**config.mk**
```make
export PLATFORM = sky130hd
export DESIGN_NAME = instr_fetch_unit
export DESIGN_NICKNAME = d
export VERILOG_FILES = /design/src/rtl/rv_pkg.sv /design/src/rtl/fetch_pc_reg.sv /design/src/rtl/instr_fetch_unit.sv
export SDC_FILE = /design/constraint.sdc
export NUM_CORES = 1
export LEC_CHECK = 0
export CAP_MARGIN = 30
export CORE_AREA = 8 8 150 124
export DETAILED_ROUTE_END_ITERATION = 6
export DIE_AREA = 0 0 158 132
export PLACE_DENSITY_LB_ADDON = 0.05
export SETUP_SLACK_MARGIN = 0.02
export SYNTH_ARGS = -nofsm -noshare
export SYNTH_HDL_FRONTEND = slang
export SYNTH_SLANG_ARGS = --single-unit
```
**constraint.sdc**
```tcl
create_clock -name clock -period 4.4 [get_ports clock]
set_input_delay 0.88 -clock clock [delete_from_list [all_inputs] [get_ports clock]]
set_output_delay 0.88 -clock clock [all_outputs]
set_load 0.02 [all_outputs]
```
**src/rtl/rv_pkg.sv**
```systemverilog
// Shared constants, fetch-state encoding and helpers for the instruction fetch stage.
package rv_pkg;

  localparam int XLEN = 32;

  localparam logic [XLEN-1:0] NOP_INSTR    = 32'h0000_0013;
  localparam logic [XLEN-1:0] EBREAK_INSTR = 32'h0010_0073;

  typedef enum logic [1:0] {
    BOOT = 2'd0,
    RUN  = 2'd1,
    HALT = 2'd2
  } fetch_state_e;

  // Instruction fetch is word-granular, so redirect targets drop their byte offset.
  function automatic logic [XLEN-1:0] align_word(input logic [XLEN-1:0] addr);
    return {addr[XLEN-1:2], 2'b00};
  endfunction

endpackage

```
**src/rtl/fetch_pc_reg.sv**
```systemverilog
// Program counter register with its next-PC selection (redirect / advance / hold).
module fetch_pc_reg
  import rv_pkg::*;
#(
  parameter logic [XLEN-1:0] RESET_PC = 32'h0000_0000
) (
  input  logic            clock,
  input  logic            rst,
  input  logic            redirect,
  input  logic            advance,
  input  logic [XLEN-1:0] redirect_pc,
  output logic [XLEN-1:0] pc
);

  logic [XLEN-1:0] pc_r;
  logic [XLEN-1:0] pc_next_s;

  // Next-PC select: a redirect always wins over sequential advance.
  always_comb begin
    pc_next_s = pc_r;
    if (redirect) begin
      pc_next_s = align_word(redirect_pc);
    end else if (advance) begin
      pc_next_s = pc_r + 32'd4;
    end else begin
      pc_next_s = pc_r;
    end
  end

  // PC state register.
  always_ff @(posedge clock) begin
    if (rst) begin
      pc_r <= RESET_PC;
    end else begin
      pc_r <= pc_next_s;
    end
  end

  assign pc = pc_r;

endmodule

```
**src/rtl/instr_fetch_unit.sv**
```systemverilog
// Pipeline IF stage: drives the IMEM word address, captures read data into IF/ID,
// and tracks boot/run/halt, fetch faults, misaligned redirects and a fetch counter.
module instr_fetch_unit
  import rv_pkg::*;
#(
  parameter int              IMEM_AW  = 8,
  parameter int              DEPTH    = 256,
  parameter logic [XLEN-1:0] RESET_PC = 32'h0000_0000,
  parameter logic [XLEN-1:0] NOP      = NOP_INSTR
) (
  input  logic               clock,
  input  logic               rst,
  input  logic               stall_i,
  input  logic               flush_i,
  input  logic [31:0]        redirect_pc_i,
  output logic [IMEM_AW-1:0] imem_addr_o,
  input  logic [31:0]        imem_rdata_i,
  output logic [31:0]        if_id_pc_o,
  output logic [31:0]        if_id_pc4_o,
  output logic [31:0]        if_id_instr_o,
  output logic               if_id_valid_o,
  output logic               halted_o,
  output logic               fault_o,
  output logic               misalign_o,
  output logic [31:0]        fetch_count_o
);

  localparam logic [XLEN-1:0] PC_LIMIT = 32'(4 * DEPTH);

  fetch_state_e    state_r, state_next_s;
  logic [XLEN-1:0] pc_s;
  logic            redirect_s, advance_s;
  logic            load_instr_s, load_bubble_s;
  logic            set_fault_s, set_misalign_s;
  logic [31:0]     if_id_pc_r, if_id_pc4_r, if_id_instr_r;
  logic            if_id_valid_r, fault_r, misalign_r;
  logic [31:0]     fetch_count_r;

  fetch_pc_reg #(.RESET_PC(RESET_PC)) u_pc (
    .clock       (clock),
    .rst         (rst),
    .redirect    (redirect_s),
    .advance     (advance_s),
    .redirect_pc (redirect_pc_i),
    .pc          (pc_s)
  );

  // Control decode: flush beats stall, stall freezes everything including the FSM.
  always_comb begin
    state_next_s   = state_r;
    redirect_s     = 1'b0;
    advance_s      = 1'b0;
    load_instr_s   = 1'b0;
    load_bubble_s  = 1'b0;
    set_fault_s    = 1'b0;
    set_misalign_s = 1'b0;
    if (flush_i) begin
      redirect_s     = 1'b1;
      load_bubble_s  = 1'b1;
      set_misalign_s = (redirect_pc_i[1:0] != 2'b00);
      state_next_s   = (state_r == BOOT) ? BOOT : RUN;
    end else if (stall_i) begin
      state_next_s = state_r;
    end else begin
      case (state_r)
        BOOT: begin
          load_bubble_s = 1'b1;
          state_next_s  = RUN;
        end
        RUN: begin
          if (pc_s < PC_LIMIT) begin
            load_instr_s = 1'b1;
            if (imem_rdata_i == EBREAK_INSTR) begin
              state_next_s = HALT;
            end else begin
              advance_s = 1'b1;
            end
          end else begin
            load_bubble_s = 1'b1;
            set_fault_s   = 1'b1;
            state_next_s  = HALT;
          end
        end
        HALT: begin
          load_bubble_s = 1'b1;
        end
        default: begin
          load_bubble_s = 1'b1;
          state_next_s  = BOOT;
        end
      endcase
    end
  end

  // FSM state, IF/ID register and sticky status flags.
  always_ff @(posedge clock) begin
    if (rst) begin
      state_r       <= BOOT;
      if_id_pc_r    <= 32'h0000_0000;
      if_id_pc4_r   <= 32'h0000_0004;
      if_id_instr_r <= NOP;
      if_id_valid_r <= 1'b0;
      fault_r       <= 1'b0;
      misalign_r    <= 1'b0;
    end else begin
      state_r <= state_next_s;
      if (load_instr_s) begin
        if_id_pc_r    <= pc_s;
        if_id_pc4_r   <= pc_s + 32'd4;
        if_id_instr_r <= imem_rdata_i;
        if_id_valid_r <= 1'b1;
      end else if (load_bubble_s) begin
        if_id_instr_r <= NOP;
        if_id_valid_r <= 1'b0;
      end else begin
        if_id_instr_r <= if_id_instr_r;
        if_id_valid_r <= if_id_valid_r;
      end
      fault_r    <= fault_r | set_fault_s;
      misalign_r <= misalign_r | set_misalign_s;
    end
  end

  // Saturating count of real instructions latched into IF/ID.
  always_ff @(posedge clock) begin
    if (rst) begin
      fetch_count_r <= 32'h0000_0000;
    end else if (load_instr_s && (fetch_count_r != 32'hFFFF_FFFF)) begin
      fetch_count_r <= fetch_count_r + 32'd1;
    end else begin
      fetch_count_r <= fetch_count_r;
    end
  end

  assign imem_addr_o   = pc_s[IMEM_AW+1:2];
  assign if_id_pc_o    = if_id_pc_r;
  assign if_id_pc4_o   = if_id_pc4_r;
  assign if_id_instr_o = if_id_instr_r;
  assign if_id_valid_o = if_id_valid_r;
  assign halted_o      = (state_r == HALT);
  assign fault_o       = fault_r;
  assign misalign_o    = misalign_r;
  assign fetch_count_o = fetch_count_r;

endmodule

```
==> impl_metrics.tcl <==
set metrics [dict create \
    crit_slowest_cell "or4_4" \
    tightest_slew_ps 1010 \
    grt_use_met1_pct 21.9 \
    ys_seq_area_share_pct 50.3 \
    io_pins 208 \
    grt_max_degree 83 \
    p_comb_share_pct 6.1 \
    wl_per_cell_um 17.5 \
    use_met3_pct 9.67 \
    power.share.clock_pct 47.5 \
    fin_crit_ps 2980 \
    final_nets 939 \
    cts_setup_buffers 0 \
    yosys.area.top_type "dfxtp_1" \
    max_stage_delay_ps 570 \
    layout.cells.non_filler 1102 \
    initial_core_util_pct 39.1 \
    finalMaxSlewViolations 0 \
    power_per_cell_area_nw_per_um2 352 \
    grt_setup_unrepaired "false" \
    syn_area_per_cell_um2 9.15 \
    clk_path_buf_depth 2 \
    fill_cells 1481 \
    core_area_um2 16200 \
    final_common_cell "clkdlybuf4s50_1" \
    intPower_mw 2.43 \
    die_w_um 158 \
    hpwl_um 14100 \
    switchingPower_mw 0.760 \
    antenna_cells 0 \
    place_area_um2 8460 \
    ys_warn_count 0 \
    antenna_found_initial 0 \
    relSlewSlack_pct 32.3 \
    cp_max_fo 15 \
    ys.flop_type "dfxtp_1" \
    fin_skew_ps 14.2 \
    cts_resized 0 \
    cts.reportedPaths.clkPinSlew_ps 70 \
    num_vias 5768 \
    start_kind "primary input" \
    antenna_left 0 \
    synth_area_leaders "dfxtp_1 (50%), and2_1 (4.7%), nor2_1 (4.0%)" \
    hp-class "flop to flop" \
    cts_buffers 17 \
    viasPerCell 5.23 \
    wirelength_um 19300 \
    overflow 0 \
    grt_pass1_vias 5661 \
    dieArea_um2 20900 \
    yosysTopAreaCellShare_pct 50.3 \
    syn_area_um2 6320 \
    synth-edff-count 0 \
    row_count 42 \
    dp.cells 1070 \
    synthCells 691 \
    setup_ws_ps 1420 \
    h-tree-depth 4 \
    period_share_pct 67.7 \
    synth_seq_cells 159 \
    place_ws_ps 1020 \
    switching_share_pct 23.8 \
    worstPathArrival_ps 3340 \
    cts_root_buf "clkbuf_16" \
    peakVddDrop_mv 0.268 \
    post-route-drc-count 0 \
    layout_common_cells "clkdlybuf4s50_1 (202), dfxtp_1 (159), nor2_1 (66)" \
    fin_area_um2 9070 \
    drtIter0Drc 387 \
    drive_gt1_share_pct 7.48 \
    grt.total_usage_pct 18.2 \
    power_leakage_nw 3.18 \
    portBuffers 203 \
    grt_pass1_wl_um 30200 \
    hold_buffers 0 \
    final.setup.tns_ps 0 \
    yosysUniqueCellTypes 58 \
    use_met2_pct 27.6 \
    required_ps 4760 \
    setup_viol 0 \
    path_cells "clkdlybuf4s50_1 > nor4b_1 > nand3_1 > or4_4 > or4_1 > a21oi_1" \
    area_growth_pct 43.4 \
    busiest_layer "met2" \
    maxCapViolCount 0 \
    die_h_um 132 \
    status "complete, no violations" \
    fmax_mhz 336 \
    hold_viol_final 0 \
    worstSetupEndpointType "flop" \
    seqPwrFrac_pct 46.4 \
    cts.sink_count 159 \
    cts_tree "yes" \
    clk_latency_ps 430 \
    critPathKind "primary input to flop" \
    dr.pass1.iters 6 \
    synthArstFlopShare_pct 0 \
    place_congestion 0.807 \
]
==> power groups by stage <==
stage                     clock network, mW  registers, mW  logic, mW
final                                  1.52           1.48      0.196
after global routing                   1.61           1.48      0.213
after CTS                              1.55           1.48      0.197
after detailed placement                  0           1.51      0.196
after global placement                    0           1.51      0.193
after floorplan                           0           1.50      0.105
==> layer usage <==
metal	share of wire, %	vias up
met5	0	-
met4	0.94	0
met3	13	15
met2	44	196
met1	43	2714
li1	-	2843
==> layout make-up <==
cell class	instances	area (um2)	area share, %
clock inverter	14	170	1.88
sequential	159	3180	35.1
timing repair buffer	212	2100	23.1
clock buffer	18	439	4.84
multi-input combinational	464	2850	31.4
inverter	15	56.3	0.621
tap	220	275	3.04
==> cells in the mapped netlist (all sizes together) (19+ instances only) <==
cell type	number
a21oi	40
a22oi	29
and2	48
buf	19
clkbuf	37
dfxtp	159
nand2	46
nor2	67
nor3	23
nor4	24
==> flip-flops by register name, indices dropped and copies added, names as in the netlist <==
register and count:
fetch_count_o 32, if_id_pc4_o 30, fault_o 1, if_id_pc_o 30, misalign_o 1, if_id_valid_o 1
state_r 2, u_pc.pc 30, if_id_instr_o 32
==> critical path: cells and delay by family <==
kind / cells / cell delay [ps]
AOI/OAI and AO/OA: 1 / 150
and+or+nand+nor: 4 / 1830
buffers and inverters: 1 / 480
==> worst paths after layout <==
check              startpoint  slack, ps                end  cells past startpoint
hold reg to reg    misalign_o        450         misalign_o                      2
setup reg to reg  u_pc.pc[18]       1730  fetch_count_o[29]                      5
hold / removal     misalign_o        450         misalign_o                      2
setup / recovery      stall_i       1420  fetch_count_o[29]                      6
==> cell families after synthesis <==
| kind of cell | share of synthesized area (%) |
|---|---|
| buffers and inverters | 5.14 |
| AOI/OAI and AO/OA | 16.0 |
| other | 0.0593 |
| and+or+nand+nor | 25.3 |
| xor gates and xnor gates | 0.970 |
| adders and majority gates | 0.396 |
| muxes | 1.78 |
| DFF | 50.3 |
==> per-stage QoR <==
stage          hold WS [ps]  utilization, %  power [mW]
6_report                446            56.0        3.19
5_1_grt                 473            56.0        3.31
4_1_cts                 453            56.0        3.23
3_5_place_dp            443            52.2        1.71
3_3_place_gp            432            52.2        1.70
2_1_floorplan           450               -        1.61
Power figures use the tool's default switching activity.
